`src/rtl/ex_mem.sv`:
```
// EX/MEM pipeline register: carries execute results into the memory stage and
// loops the multi-cycle MADD/MSUB partial product and step counter back to execute.
module ex_mem (
  input  logic        clk,
  input  logic        rst,
  input  logic        flush,
  input  logic        stall_ex,
  input  logic        stall_mem,
  input  logic [4:0]  ex_wd,
  input  logic        ex_wreg,
  input  logic [31:0] ex_wdata,
  input  logic        ex_whilo,
  input  logic [31:0] ex_hi,
  input  logic [31:0] ex_lo,
  input  logic [63:0] hilo_temp_i,
  input  logic [1:0]  cnt_i,
  output logic [4:0]  mem_wd,
  output logic        mem_wreg,
  output logic [31:0] mem_wdata,
  output logic        mem_whilo,
  output logic [31:0] mem_hi,
  output logic [31:0] mem_lo,
  output logic        mem_valid,
  output logic [63:0] hilo_temp_o,
  output logic [1:0]  cnt_o
);

  typedef enum logic [1:0] {
    StAdvance,
    StBubble,
    StHold,
    StClear
  } action_e;

  action_e     w_action;

  logic [4:0]  r_wd,    w_wd;
  logic        r_wreg,  w_wreg;
  logic [31:0] r_wdata, w_wdata;
  logic        r_whilo, w_whilo;
  logic [31:0] r_hi,    w_hi;
  logic [31:0] r_lo,    w_lo;
  logic        r_valid, w_valid;
  logic [63:0] r_temp,  w_temp;
  logic [1:0]  r_cnt,   w_cnt;

  // stall_mem wins over stall_ex, so the illegal {stall_ex=0, stall_mem=1} holds.
  always_comb begin
    w_action = StAdvance;
    if (rst || flush) begin
      w_action = StClear;
    end else if (stall_mem) begin
      w_action = StHold;
    end else if (stall_ex) begin
      w_action = StBubble;
    end
  end

  always_comb begin
    w_wd    = r_wd;
    w_wreg  = r_wreg;
    w_wdata = r_wdata;
    w_whilo = r_whilo;
    w_hi    = r_hi;
    w_lo    = r_lo;
    w_valid = r_valid;
    w_temp  = hilo_temp_i;
    w_cnt   = cnt_i;
    unique case (w_action)
      StAdvance: begin
        w_wd    = ex_wd;
        w_wreg  = ex_wreg;
        w_wdata = ex_wdata;
        w_whilo = ex_whilo;
        w_hi    = ex_hi;
        w_lo    = ex_lo;
        w_valid = 1'b1;
        w_temp  = '0;
        w_cnt   = '0;
      end
      StBubble: begin
        w_wd    = '0;
        w_wreg  = 1'b0;
        w_wdata = '0;
        w_whilo = 1'b0;
        w_hi    = '0;
        w_lo    = '0;
        w_valid = 1'b0;
      end
      StHold: begin
      end
      StClear: begin
        w_wd    = '0;
        w_wreg  = 1'b0;
        w_wdata = '0;
        w_whilo = 1'b0;
        w_hi    = '0;
        w_lo    = '0;
        w_valid = 1'b0;
        w_temp  = '0;
        w_cnt   = '0;
      end
      default: begin
      end
    endcase
  end

  always_ff @(posedge clk) begin
    r_wd    <= w_wd;
    r_wreg  <= w_wreg;
    r_wdata <= w_wdata;
    r_whilo <= w_whilo;
    r_hi    <= w_hi;
    r_lo    <= w_lo;
    r_valid <= w_valid;
    r_temp  <= w_temp;
    r_cnt   <= w_cnt;
  end

  assign mem_wd      = r_wd;
  assign mem_wreg    = r_wreg;
  assign mem_wdata   = r_wdata;
  assign mem_whilo   = r_whilo;
  assign mem_hi      = r_hi;
  assign mem_lo      = r_lo;
  assign mem_valid   = r_valid;
  assign hilo_temp_o = r_temp;
  assign cnt_o       = r_cnt;

endmodule

```
`config.mk`:
```
export PLATFORM = sky130hd
export DESIGN_NAME = ex_mem
export DESIGN_NICKNAME = d
export VERILOG_FILES = /design/src/rtl/ex_mem.sv
export SDC_FILE = /design/constraint.sdc
export NUM_CORES = 1
export LEC_CHECK = 0
export ABC_CLOCK_PERIOD_IN_PS = 6940
export CAP_MARGIN = 10
export CORE_AREA = 4 4 130 132
export DETAILED_ROUTE_END_ITERATION = 16
export DIE_AREA = 0 0 134 136
export DONT_BUFFER_PORTS = 1
export GPL_ROUTABILITY_DRIVEN = 0
export SLEW_MARGIN = 10
export SYNTH_ARGS = -nofsm -noshare
export SYNTH_HDL_FRONTEND = slang
export SYNTH_SLANG_ARGS = --single-unit
export TNS_END_PERCENT = 10
```
`constraint.sdc`:
```
create_clock -name clk -period 6.94 [get_ports clk]
set_input_delay 1.388 -clock clk [delete_from_list [all_inputs] [get_ports clk]]
set_output_delay 1.388 -clock clk [all_outputs]
set_load 0.01 [all_outputs]
```
# Yosys cells after proc, flatten, opt, wreduce, memory -nomap -nowiden
# Index checks and enable logic that the tools add are counted.
[totals]
in_bits = 174
register_bits = 170
[classes]
n_eq_ne = 2
n_reduce_logical = 5
mux = 10
[ops]
columns = ["operator", "n"]
rows = [
  ["$pmux 32 s2", 3],
  ["$pmux 5 s2", 1],
  ["$pmux 1 s2", 3],
  ["$mux 2", 2],
  ["$reduce_or 2->1", 2],
  ["$eq 2x1->1 const B", 1],
  ["$eq 2x2->1 const B", 1],
  ["$logic_not 2->1", 1],
  ["$reduce_bool 2->1", 1],
  ["$logic_or 1x1->1", 1],
  ["$mux 1", 1],
]

# Depth between registers and ports, before layout
[depth]
depth_word = 6
depth_mapped = 9

# Least setup slack after synthesis
# OpenSTA, ideal clock, no wires.
[synth_path]
kind = "input to register"
startpoint = "in stall_ex"
endpoint = "reg r_hi[0], in the netlist mem_hi[0] (enable)"
arrival_time_ps = 4310
cell_stages = 7
setup_slack_ps = 2173
path_buffers = 3
setup_ps = 458
cell_sequence = "nor2b_1 buf_2 buf_2 buf_2 nor2_1 ha_1 inv_1"
[synth_between]
elab_chain_cells = 6
[synth_rtl]
columns = ["item", "line", "rtl"]
rows = [
  ["start, declared", "7", "input logic stall_ex,"],
  ["$mux 1 (*)", "54", "end else if (stall_ex) begin"],
  ["$mux 2 (*)", "52", "end else if (stall_mem) begin"],
  ["$mux 2 (*)", "50", "if (rst || flush) begin"],
  ["$eq 2x2->1 / $eq 2x1->1 (equally long branches)", "69", "unique case (w_action)"],
  ["$reduce_or 2->1 (no source line)", "--", ""],
  ["$reduce_bool 2->1 (no source line) (*)", "--", ""],
  ["end signal, assigned", "113", "r_hi <= w_hi;"],
  ["end, declared", "41", "logic [31:0] r_hi, w_hi;"],
]
# Mark *: on every way between the ends. The rest lies on a longest branch, timed or not.
# A chain may end at the register's enable or synchronous reset.

# Final worst setup path
[layout_path]
startpoint = "in stall_ex"
endpoint = "reg r_hi[21], in the netlist mem_hi[21] (enable)"
# The elaborated chain is that of the path after synthesis.

==> results.md <==
* Final Setup Violations at 0
* Clock Sinks at 170
* Area contributors post-synth: edfxtp_1 51%, dfxtp_1 22%, nor3b_2 9.9%
* Drt pass-1 iters at 4
* Core ar. at 15710 sq um
* Main combinational cell family by area after synthesis: simple AND/OR/NAND/NOR gates
* Initial antenna violation count at 9
* Post-Syn Area per Cell at 16.17 sq um
* Worst Setup End Kind: flop
* EDFF count, synth at 104
* Hold buffers post-CTS at 0
* Clock power share at 41.1%
* Synth async-reset ratio at 0%
* Most frequent cell after synthesis: edfxtp_1
* Slew of the pin with the lowest slew margin at 1.054 ns
* H-tree levels at 4
* Area leader, netlist: edfxtp_1
* Synth Warn # at 0
* Setup TNS at 0 ns
* CP max FO at 59
* Synthesis-to-finish area growth at 12.05%
* Wire per inst at 23.95 um
* Global route overflow at 0
* Fmax at 296.9 MHz
* Yosys top cell area share at 51.24%
* PwrDens at 327.9 nW/um^2
* RSZ-0062 raised after global routing: no
* Detail Route Antenna Nets at 0
* HPWL Detailed at 10.92 mm
* Root Buffer: clkbuf_16
* Net switching power at 0.0005298 W
* Number of fill cells at 1392
* CTS tree: built
* Post-CTS Setup Bufs at 0
* Library cells used by synthesis at 15
* Register Area at 4444 sq um
* I/O pin cnt at 344
* Largest net degree at the start of global routing at 73
* Sequential share of the synthesized area at 72.92%
* Placed Cells at 566
* Final Slew Violations at 0
* Final WL at 14.44 mm
* Simple-gate share of the synthesized area at 23.83%
* Via count at 2962
* DR iter-0 viols at 165
* Worst Path Required at 6.99 ns
* Finished Layout Cells at 603
* FF+latch count, synth at 170
* Mux share of post-synthesis cell area at 0%
* Worst IR drop on VDD at 156.4 uV
* Worst Hold Class: in -> reg
* Post-synth top cells: 104 x edfxtp_1, 67 x nor2b_1, 66 x dfxtp_1
* Outcome: completed
* Crit Path Category: in -> reg
* Final Cycle Share at 48.54%
* Clock transition at path regs at 0.07 ns
* Post-CTS sizing at 0
* DRC Markers at 0
* CTS Buf Count at 17
* Post-synthesis compound-gate area fraction at 0%
* Std cell rows at 46
* NumNets Final at 544
* Static Leak at 2.382 nW
* Startpoint types: input pin
* Synth Area in XOR/XNOR at 0%
* Max-cap violations at 0
* Via density at 4.912
* First-pass GRT wire length at 19.87 mm
* Worst slew margin at 29.76%
* Mapped cell area at 6095 sq um
* Port bufs at 0
* Total GRT Usage at 15.15%
* Die W at 134 um
* Switch share at 23.66%
* Combinational share of power at 3.9%
* Adder-cell share of the synthesized area at 0.2053%
* Sequential Power Share at 54.9%
* Final hold violation count at 0
* Die Height at 136 um
* Multi-input gate area at 1478 sq um
* Number of global-route vias before repair at 3111
* Die ar. at 18220 sq um
* Starting Density at 38.79%
* Ys flop type: edfxtp_1
* Share of layout cells above drive strength 1 at 22.77%
* Post-synthesis cell count at 377
* Pint at 0.001709 W
* Fin crit period at 3.368 ns
* Bufs on Longest Clock Path at 2
* WP data arrival at 3.42 ns
* Synth Net Count at 552
==> final timing paths <==
| check | startpoint | end | slack, ns | cells after the start |
|---|---|---|---|---|
| setup / recovery | stall_ex | mem_hi[21] | 3.57 | 6 |
| hold / removal | hilo_temp_i[29] | hilo_temp_o[29] | 1.09 | 1 |
==> flip-flops by register name, indices dropped and copies added (netlist names) <==
register / cells
mem_valid: 1
mem_whilo: 1
mem_hi: 32
mem_lo: 32
cnt_o: 2
mem_wdata: 32
mem_wd: 5
hilo_temp_o: 64
mem_wreg: 1
==> per-stage QoR <==
step                      util, %  total power (W)  hold WS (ns)  setup slack [ns]  cell area (sq um)
after floorplan                 -         0.001313         1.516             2.173               6095
after global placement      39.64         0.001342         1.517             3.131               6228
after detailed placement    39.64         0.001347         1.522             3.090               6228
after CTS                   43.38         0.002267         1.071             3.543               6817
after global routing        43.46         0.002321         1.069             3.422               6829
final                       43.46         0.002239         1.087             3.572               6829
==> critical path, cell delays in order <==
cell and delay (ns):
nor2b_4 0.10, buf_4 0.45, nor2_1 0.10, ha_2 0.22, inv_4 0.41, buf_4 0.66
==> logic make-up after synthesis <==
group	count (synthesis)
DFF	170
adders and majority gates	1
and+or+nand+nor	174
buffers and inverters	32
==> layout make-up <==
class                           instances  share of cell area (%)
Clock inverter                         11                   1.392
Timing Repair Buffer                    4                  0.4397
Inverter                                1                 0.09161
Multi-Input combinational cell        175                   21.64
Antenna cell                            5                  0.1832
Tap cell                              216                   3.957
Clock buffer                           21                   7.219
Sequential cell                       170                   65.08
==> metal layers <==
metal | wire length [um] | up-vias | track usage [%]
met2 | 7832 | 246 | 28.19
li1 | - | 1318 | -
met5 | 48 | - | 0
met1 | 4374 | 1351 | 12.80
met4 | 393 | 8 | 6.343
met3 | 1790 | 39 | 9.326
==> power by group through the flow <==
stage / Clock, W / Sequential (W) / Combinational [W]
3_3_place_gp: 0 / 0.00126 / 0.0000869
3_5_place_dp: 0 / 0.00126 / 0.0000912
4_1_cts: 0.000942 / 0.00123 / 0.0000907
2_1_floorplan: 0 / 0.00123 / 0.0000794
5_1_grt: 0.000986 / 0.00124 / 0.0000987
6_report: 0.000921 / 0.00123 / 0.0000883
==> placed cells by master (no fill, tap or decap), drive strengths merged <==
| cell | instances |
|---|---|
| or3 | 1 |
| inv | 9 |
| buf | 4 |
| edfxtp | 104 |
| or2 | 1 |
| clkinv | 3 |
| nor2 | 2 |
| nor3b | 103 |
| clkbuf | 21 |
| ha | 1 |
| diode | 5 |
| nor2b | 67 |
| dfxtp | 66 |
(Power assumes the default switching activity.)
